<file path="config.mk">
export PLATFORM = sky130hd
export DESIGN_NAME = merge_n_ctrl
export DESIGN_NICKNAME = d
export VERILOG_FILES = /design/src/rtl/merge_n_ctrl.sv
export SDC_FILE = /design/constraint.sdc
export NUM_CORES = 1
export LEC_CHECK = 0
export CORE_MARGIN = 2
export CORE_UTILIZATION = 34
export CTS_BUF_LIST = sky130_fd_sc_hd__clkbuf_16
export DETAILED_ROUTE_END_ITERATION = 8
export PLACE_DENSITY = 0.67
export SYNTH_ARGS = -nofsm -noshare
export SYNTH_HDL_FRONTEND = slang
export SYNTH_SLANG_ARGS = --single-unit
</file>
<file path="constraint.sdc">
create_clock -name clk -period 3.1 [get_ports clk]
set_clock_uncertainty 0.05 [all_clocks]
set_input_delay 0.62 -clock clk [delete_from_list [all_inputs] [get_ports clk]]
set_output_delay 0.62 -clock clk [all_outputs]
set_load 0.02 [all_outputs]
</file>
<file path="src/rtl/merge_n_ctrl.sv">
// merge_n_ctrl: N-way valid/ready merge into one registered output slot.
// MODE=0 takes inputs in queued control-token order, MODE=1 round-robins.
module merge_n_ctrl #(
    parameter int WIDTH      = 8,
    parameter int NUM_IN     = 4,
    parameter int SEL_WIDTH  = $clog2(NUM_IN),
    parameter int MODE       = 0,
    parameter int CTRL_DEPTH = 2
) (
    input  logic                    clk,
    input  logic                    rst_n,
    input  logic                    ctrl_valid,
    output logic                    ctrl_ready,
    input  logic [SEL_WIDTH-1:0]    ctrl_sel,
    input  logic [NUM_IN-1:0]       in_valid,
    output logic [NUM_IN-1:0]       in_ready,
    input  logic [NUM_IN*WIDTH-1:0] in_data,
    output logic                    out_valid,
    input  logic                    out_ready,
    output logic [WIDTH-1:0]        out_data,
    output logic [SEL_WIDTH-1:0]    out_src,
    output logic                    err_sel
);
    localparam int PW = $clog2(CTRL_DEPTH);
    localparam logic [SEL_WIDTH:0] N_SEL = (SEL_WIDTH + 1)'(NUM_IN);
    localparam logic [SEL_WIDTH-1:0] LAST = SEL_WIDTH'(NUM_IN - 1);
    localparam bit CTRL_MODE = (MODE == 0);

    logic [SEL_WIDTH-1:0] fifo_q [CTRL_DEPTH];
    logic [SEL_WIDTH-1:0] fifo_d [CTRL_DEPTH];
    logic [PW:0]          wr_ptr_q, wr_ptr_d;
    logic [PW:0]          rd_ptr_q, rd_ptr_d;
    logic                 fifo_empty, fifo_full;
    logic                 push, pop;
    logic [SEL_WIDTH-1:0] head;
    logic                 head_ok;

    logic [SEL_WIDTH-1:0] rr_ptr_q, rr_ptr_d;
    logic [SEL_WIDTH-1:0] rr_grant;
    logic                 rr_found;
    logic [SEL_WIDTH:0]   rr_sum;
    logic [SEL_WIDTH-1:0] rr_idx;

    logic [SEL_WIDTH-1:0] sel;
    logic                 sel_act;
    logic [WIDTH-1:0]     sel_data;
    logic                 slot_free;
    logic                 take;

    logic                 out_valid_q, out_valid_d;
    logic [WIDTH-1:0]     out_data_q, out_data_d;
    logic [SEL_WIDTH-1:0] out_src_q, out_src_d;

    // Extra pointer bit separates full from empty when the indices match.
    assign fifo_empty = (wr_ptr_q == rd_ptr_q);
    assign fifo_full  = (wr_ptr_q[PW] != rd_ptr_q[PW]) &&
                        (wr_ptr_q[PW-1:0] == rd_ptr_q[PW-1:0]);
    assign head       = fifo_q[rd_ptr_q[PW-1:0]];
    assign head_ok    = ({1'b0, head} < N_SEL);
    assign ctrl_ready = CTRL_MODE && !fifo_full;
    assign push       = ctrl_valid && ctrl_ready;

    always_comb begin
        rr_found = 1'b0;
        rr_grant = '0;
        rr_sum   = '0;
        rr_idx   = '0;
        for (int i = 0; i < NUM_IN; i++) begin
            rr_sum = {1'b0, rr_ptr_q} + (SEL_WIDTH + 1)'(i);
            if (rr_sum >= N_SEL) begin
                rr_sum = rr_sum - N_SEL;
            end
            rr_idx = rr_sum[SEL_WIDTH-1:0];
            if (!rr_found && in_valid[rr_idx]) begin
                rr_found = 1'b1;
                rr_grant = rr_idx;
            end
        end
    end

    always_comb begin
        if (CTRL_MODE) begin
            sel     = head;
            sel_act = !fifo_empty && head_ok;
        end else begin
            sel     = rr_grant;
            sel_act = rr_found;
        end
    end

    assign slot_free = !out_valid_q || out_ready;
    assign take      = sel_act && slot_free && in_valid[sel];
    assign err_sel   = CTRL_MODE && !fifo_empty && !head_ok;
    assign pop       = CTRL_MODE && !fifo_empty && (take || !head_ok);

    always_comb begin
        in_ready = '0;
        if (sel_act && slot_free) begin
            in_ready[sel] = 1'b1;
        end
    end

    always_comb begin
        sel_data = '0;
        for (int i = 0; i < NUM_IN; i++) begin
            if (sel == SEL_WIDTH'(i)) begin
                sel_data = in_data[i*WIDTH +: WIDTH];
            end
        end
    end

    always_comb begin
        fifo_d   = fifo_q;
        wr_ptr_d = wr_ptr_q;
        rd_ptr_d = rd_ptr_q;
        if (push) begin
            fifo_d[wr_ptr_q[PW-1:0]] = ctrl_sel;
            wr_ptr_d = wr_ptr_q + (PW + 1)'(1);
        end
        if (pop) begin
            rd_ptr_d = rd_ptr_q + (PW + 1)'(1);
        end
    end

    always_comb begin
        rr_ptr_d = rr_ptr_q;
        if (!CTRL_MODE && take) begin
            rr_ptr_d = (sel == LAST) ? '0 : sel + SEL_WIDTH'(1);
        end
    end

    always_comb begin
        out_valid_d = out_valid_q;
        out_data_d  = out_data_q;
        out_src_d   = out_src_q;
        if (take) begin
            out_valid_d = 1'b1;
            out_data_d  = sel_data;
            out_src_d   = sel;
        end else if (out_ready) begin
            out_valid_d = 1'b0;
        end
    end

    always_ff @(posedge clk or negedge rst_n) begin
        if (!rst_n) begin
            for (int i = 0; i < CTRL_DEPTH; i++) begin
                fifo_q[i] <= '0;
            end
            wr_ptr_q    <= '0;
            rd_ptr_q    <= '0;
            rr_ptr_q    <= '0;
            out_valid_q <= 1'b0;
            out_data_q  <= '0;
            out_src_q   <= '0;
        end else begin
            fifo_q      <= fifo_d;
            wr_ptr_q    <= wr_ptr_d;
            rd_ptr_q    <= rd_ptr_d;
            rr_ptr_q    <= rr_ptr_d;
            out_valid_q <= out_valid_d;
            out_data_q  <= out_data_d;
            out_src_q   <= out_src_d;
        end
    end

    assign out_valid = out_valid_q;
    assign out_data  = out_data_q;
    assign out_src   = out_src_q;
endmodule
</file>
# Yosys cells after proc, flatten, opt, wreduce, memory -nomap -nowiden
# Cells that the tools add are included.
[op_classes] n_eq_ne=6 bitwise=2 muxes=17 reduce_logical=13 add_sub_neg=2 n_lt_le_gt_ge=5
[ops] cell="two-way mux 8 bit" count=4
[ops] cell="two-way mux 2 bit" count=4
[ops] cell="logical AND 1 bit" count=7
[ops] cell="adder 2 x 1 -> 2 bit (second input constant)" count=2
[ops] cell="bitwise mux 4 bit" count=1
[ops] cell="equality test 2 bit (second input constant)" count=2
[ops] cell=">= comparator 2 bit (second input constant)" count=2
[ops] cell="two-way mux 1 bit" count=4
[ops] cell="two-way mux 4 bit" count=1
[ops] cell="NOT 1 -> 2 bit" count=2
[ops] cell="zero test 1 bit" count=3
[ops] cell="less-than comparator 2 x 3 -> 1 bit (second input constant)" count=1
[ops] cell="binary-select mux 1 bit (select 2 bit)" count=1
[ops] cell="demux 1 bit (select 2 bit)" count=1
[ops] cell="demux 2 bit (select 1 bit)" count=1
[ops] cell="equality test 2 x 1 -> 1 bit (second input constant)" count=1
[ops] cell="equality test 2 bit" count=1
[ops] cell=">= comparator 2 x 1 -> 1 bit (second input constant)" count=1
[ops] cell="zero test 2 bit" count=1
[ops] cell="less-than comparator 2 x 1 -> 1 bit (second input constant)" count=1
[ops] cell="nonzero test 2 bit" count=1
[ops] cell="equality test 1 bit" count=1
[ops] cell="logical OR 1 bit" count=1
[ops] cell="inequality test 1 bit" count=1
[word_totals] word_cells=52 out_inout_bits=17 in_bits=42 register_bits=19

# Depth between registers and ports, before layout
[depth] ltp_word=9 depth_mapped=7 mapped_depth_nobuf=5

# Least setup slack after synthesis
# OpenSTA, ideal clock, no wires.
[synth_path] kind="reg-to-output" start="reg rd_ptr_q[0]" end="out in_ready[0]" path_stages_with_launch=5 n_path_buf=2 arrival_time_ns=1.449 slack_ns=0.981 required_ns=2.430 cell_sequence="dfrtp_1 buf_4 a21o_1 buf_2 nor3_1"
[synth_between] elab_chain_cells=9 elab_cells_between_ends=13 cone_classes="order compare (2); eq/ne (1); mux (6); bitwise (1); reduce/logical (3)"
[synth_lines] element="start, declared" line_no="32" text="logic [PW:0] rd_ptr_q, rd_ptr_d;"
[synth_lines] element="start signal, assigned" line_no="159" text="rd_ptr_q <= rd_ptr_d;"
[synth_lines] element="NOT 1 -> 2 bit (not written as such)" line_no="58" text="assign head = fifo_q[rd_ptr_q[PW-1:0]];"
[synth_lines] element="two-way mux 2 bit (not written as such) (3 in series)" line_no="58"
[synth_lines] element="less-than comparator 2 x 3 -> 1 bit (not written as such) or >= comparator 2 x 1 -> 1 bit (tied branches)" line_no="99" text="in_ready[sel] = 1'b1;"
[synth_lines] element="logical AND 1 bit (not written as such)" line_no="99"
[synth_lines] element="two-way mux 1 bit (not written as such)" line_no="99"
[synth_lines] element="demux 1 bit (select 2 bit)" line_no="99"
[synth_lines] element="two-way mux 4 bit (*)" line_no="98" text="if (sel_act && slot_free) begin"
[synth_lines] element="end, declared" line_no="16" text="output logic [NUM_IN-1:0] in_ready,"
# Every way passes the cells marked *; elsewhere a longest branch is shown, timed or not. The select of a mux whose other input is x is not followed.

# Worst setup path in the final report
[layout_path] start="in out_ready" end="out in_ready[2]"
[layout_between] elab_chain_cells=3
[layout_lines] element="start, declared" line_no="19" text="input logic out_ready,"
[layout_lines] element="logical OR 1 bit" line_no="91" text="assign slot_free = !out_valid_q || out_ready;"
[layout_lines] element="logical AND 1 bit" line_no="98"
[layout_lines] element="two-way mux 4 bit" line_no="98"
# No other way between the ends.

==> impl_metrics.py <==
metrics = {
    "placed_design": {
        "portBuffers": 57,
        "place_congestion": 0.778,
        "dpl_cell_area_mm2": 0.00174,
        "dpl.hpwl_mm": 2.47,
    },
    "clocking": {
        "clk_latency_ps": 250,
        "cts_root_buf": "clkbuf_16",
        "clockBufferDepth": 2,
        "cts_buffers": 3,
        "cts_sinks": 19,
        "htreeDepth": 1,
        "ctsHoldBuffers": 0,
        "cts_tree": "done",
        "clk_pin_slew_ps": 50,
    },
    "die": {
        "fp.dieW_um": 61.7,
        "io_pins": 59,
        "fp-row-count": 20,
        "dieArea_mm2": 0.00380,
        "fp.dieH_um": 61.7,
        "initial_core_util": 0.365,
        "core_area_mm2": 0.00310,
    },
    "route": {
        "via_per_inst": 5.03,
        "wirelength_mm": 3.10,
        "vias": 1117,
        "antenna_left": 0,
        "first_iter_violations": 29,
        "dr.pass1.iters": 4,
        "drc": 0,
        "wl_per_cell_um": 14.0,
    },
    "timing": {
        "hold_viol": 0,
        "drv_slew": 0,
        "rsz0062_at_grt": "false",
        "fin_hold_ws_ps": 428,
        "period_needed_ps": 2880,
        "timing.fmax_ghz": 0.347,
        "setup_tns_ps": 0,
        "relSlewSlack": 0.431,
        "setup_violations": 0,
        "timing.final.crit_share": 0.928,
        "tightest_slew_ps": 851,
    },
    "critical_path": {
        "start_kind": "input port",
        "crit_path_max_fanout": 5,
        "worstPathArrival_ps": 2210,
        "required_ps": 2430,
        "endpoint_kind": "output pin",
        "critPathKind": "input port to output pin",
    },
    "synth": {
        "synth_area_mm2": 0.00113,
        "ys_ff_latch": 19,
        "async_flop_share": 1.00,
        "netlist_instances": 120,
        "ys.flop_type": "dfrtp_1",
        "synth_top_area_cell": "dfrtp_1",
        "yosys.cell_count.top_type": "dfrtp_1",
        "synth_common_cells": "dfrtp_1 (19), a211oi_1 (16), and2_1 (16)",
        "syn_nets": 162,
        "synth_area_leaders": "dfrtp_1 (42%), a211oi_1 (11%), and2_1 (8.8%)",
        "syn_area_per_cell_um2": 9.43,
        "yosys_warnings": 0,
        "synth_edf_count": 0,
        "synth_top_area_frac": 0.420,
        "ys_seq_area_frac": 0.420,
        "yosysUniqueCellTypes": 30,
    },
    "power": {
        "powerDensity_mw_per_mm2": 1140,
        "leakage_nw": 0.743,
        "irDropWorstVdd_mv": 0.586,
    },
    "final_layout": {
        "syn2layout_area_growth_pct": 61.2,
        "postLayoutCellArea_mm2": 0.00182,
        "final_nets": 221,
        "diodes": 0,
        "drive_gt1_frac": 0.0787,
    },
    "grt": {
        "grt_overflow_total": 0,
        "grt_use_total": 0.174,
        "grt_first_pass_wirelength_mm": 4.83,
        "grt_max_degree": 20,
        "grt_antenna_before_repair": 0,
        "grt_pass1_vias": 1058,
    },
    "worst_hold_path": {
        "hp-class": "flip-flop to flip-flop",
    },
    "outcome": {
        "status": "completed",
    },
    "run": {
        "maxCapViolations": 0,
    },
}
state kept, by name, indices dropped and copies added, names as in the netlist:
| register | flops |
|---|---|
| out_valid | 1 |
| wr_ptr_q | 2 |
| out_data | 8 |
| out_src | 2 |
| fifo_q | 4 |
| rd_ptr_q | 2 |
report_power, final:
| part | switching (mW) | internal (mW) | total (mW) |
|---|---|---|---|
| clock network | 0.0917 | 0.172 | 0.263 |
| registers | 0.114 | 0.386 | 0.499 |
| logic | 0.709 | 0.611 | 1.32 |
| total | 0.915 | 1.17 | 2.08 |
cell usage in the layout (no fill, tap or decap):
cell type	synthesis	layout
clkdlybuf4s50_1	0	57
dfrtp_1	19	18
and2_1	16	16
a211oi_1	16	16
nand2_1	15	15
o31ai_1	8	8
nor3_1	4	4
a31oi_1	4	4
mux2_2	4	4
buf_4	2	4
inv_1	2	3
xor2_1	3	3
clkbuf_16	0	3
nand2b_1	2	2
o21ai_1	2	2
and4b_1	2	2
nor2_1	2	2
o21ai_0	2	2
xnor2_1	2	2
a21boi_0	1	1
nor2b_1	1	1
a21o_1	1	1
a21oi_2	1	1
and4_1	1	1
nor4bb_1	1	1
a41o_1	1	1
nand3_1	1	1
or2_2	1	1
conb_1	1	1
dfrtp_2	0	1
metal layers:
metal / global-route usage / vias up / routed length, µm
met5: 0 / - / 0
met4: 0.0821 / 0 / 53
met3: 0.0357 / 4 / 140
met2: 0.284 / 41 / 1580
met1: 0.219 / 516 / 1330
li1: - / 556 / -
metrics by stage:
step,total power [mW],setup WS (ps),std cells,utilization
after global routing,2.26,121,222,0.588
after global placement,1.81,261,218,0.562
after CTS,2.10,125,222,0.587
after floorplan,1.36,981,120,-
final,2.08,222,222,0.588
after detailed placement,1.83,216,218,0.562
final cells by class:
cell class                      instances  area (µm²)
Clock buffer                            3        75.1
Timing Repair Buffer                   61         601
Multi-Input combinational cell         92         604
Clock inverter                          1        3.75
Tap cell                               44        55.1
Inverter                                2        7.51
Fill cell                             290        1280
Sequential cell                        19         477
path summary, 6_finish.rpt:
check,cells after the start,from,endpoint,slack [ps]
setup reg to reg,6,rd_ptr_q[0],rd_ptr_q[1],1120
hold reg to reg,2,out_data[3],out_data[3],430
setup / recovery,5,out_ready,in_ready[2],220
max in group asynchronous,1,rst_n,rd_ptr_q[0],1610
hold / removal,2,out_data[3],out_data[3],430
min in group asynchronous,1,rst_n,fifo_q[2],810
worst max-delay path: stages:
cell	delay [ps]
clkdlybuf4s50_1	440
nand2b_1	110
o21ai_1	170
nor3_1	210
clkdlybuf4s50_1	650
logic make-up (layout without fill, tap and decap cells):
| group | Yosys count | count (layout) | synth area share |
|---|---|---|---|
| xor gates and xnor gates | 5 | 5 | 0.0387 |
| and+or+nand+nor | 46 | 46 | 0.223 |
| DFF | 19 | 19 | 0.420 |
| other | 1 | 1 | 0.00332 |
| buffers and inverters | 9 | 67 | 0.0454 |
| AOI/OAI and AO/OA | 36 | 36 | 0.229 |
| muxes | 4 | 4 | 0.0398 |
repair_timing:
item                       4_1_cts  5_1_grt
setup endpoints to repair        0        2
gates resized for setup          0        1
setup buffers                    0        0
Power figures use the tool's default switching activity.
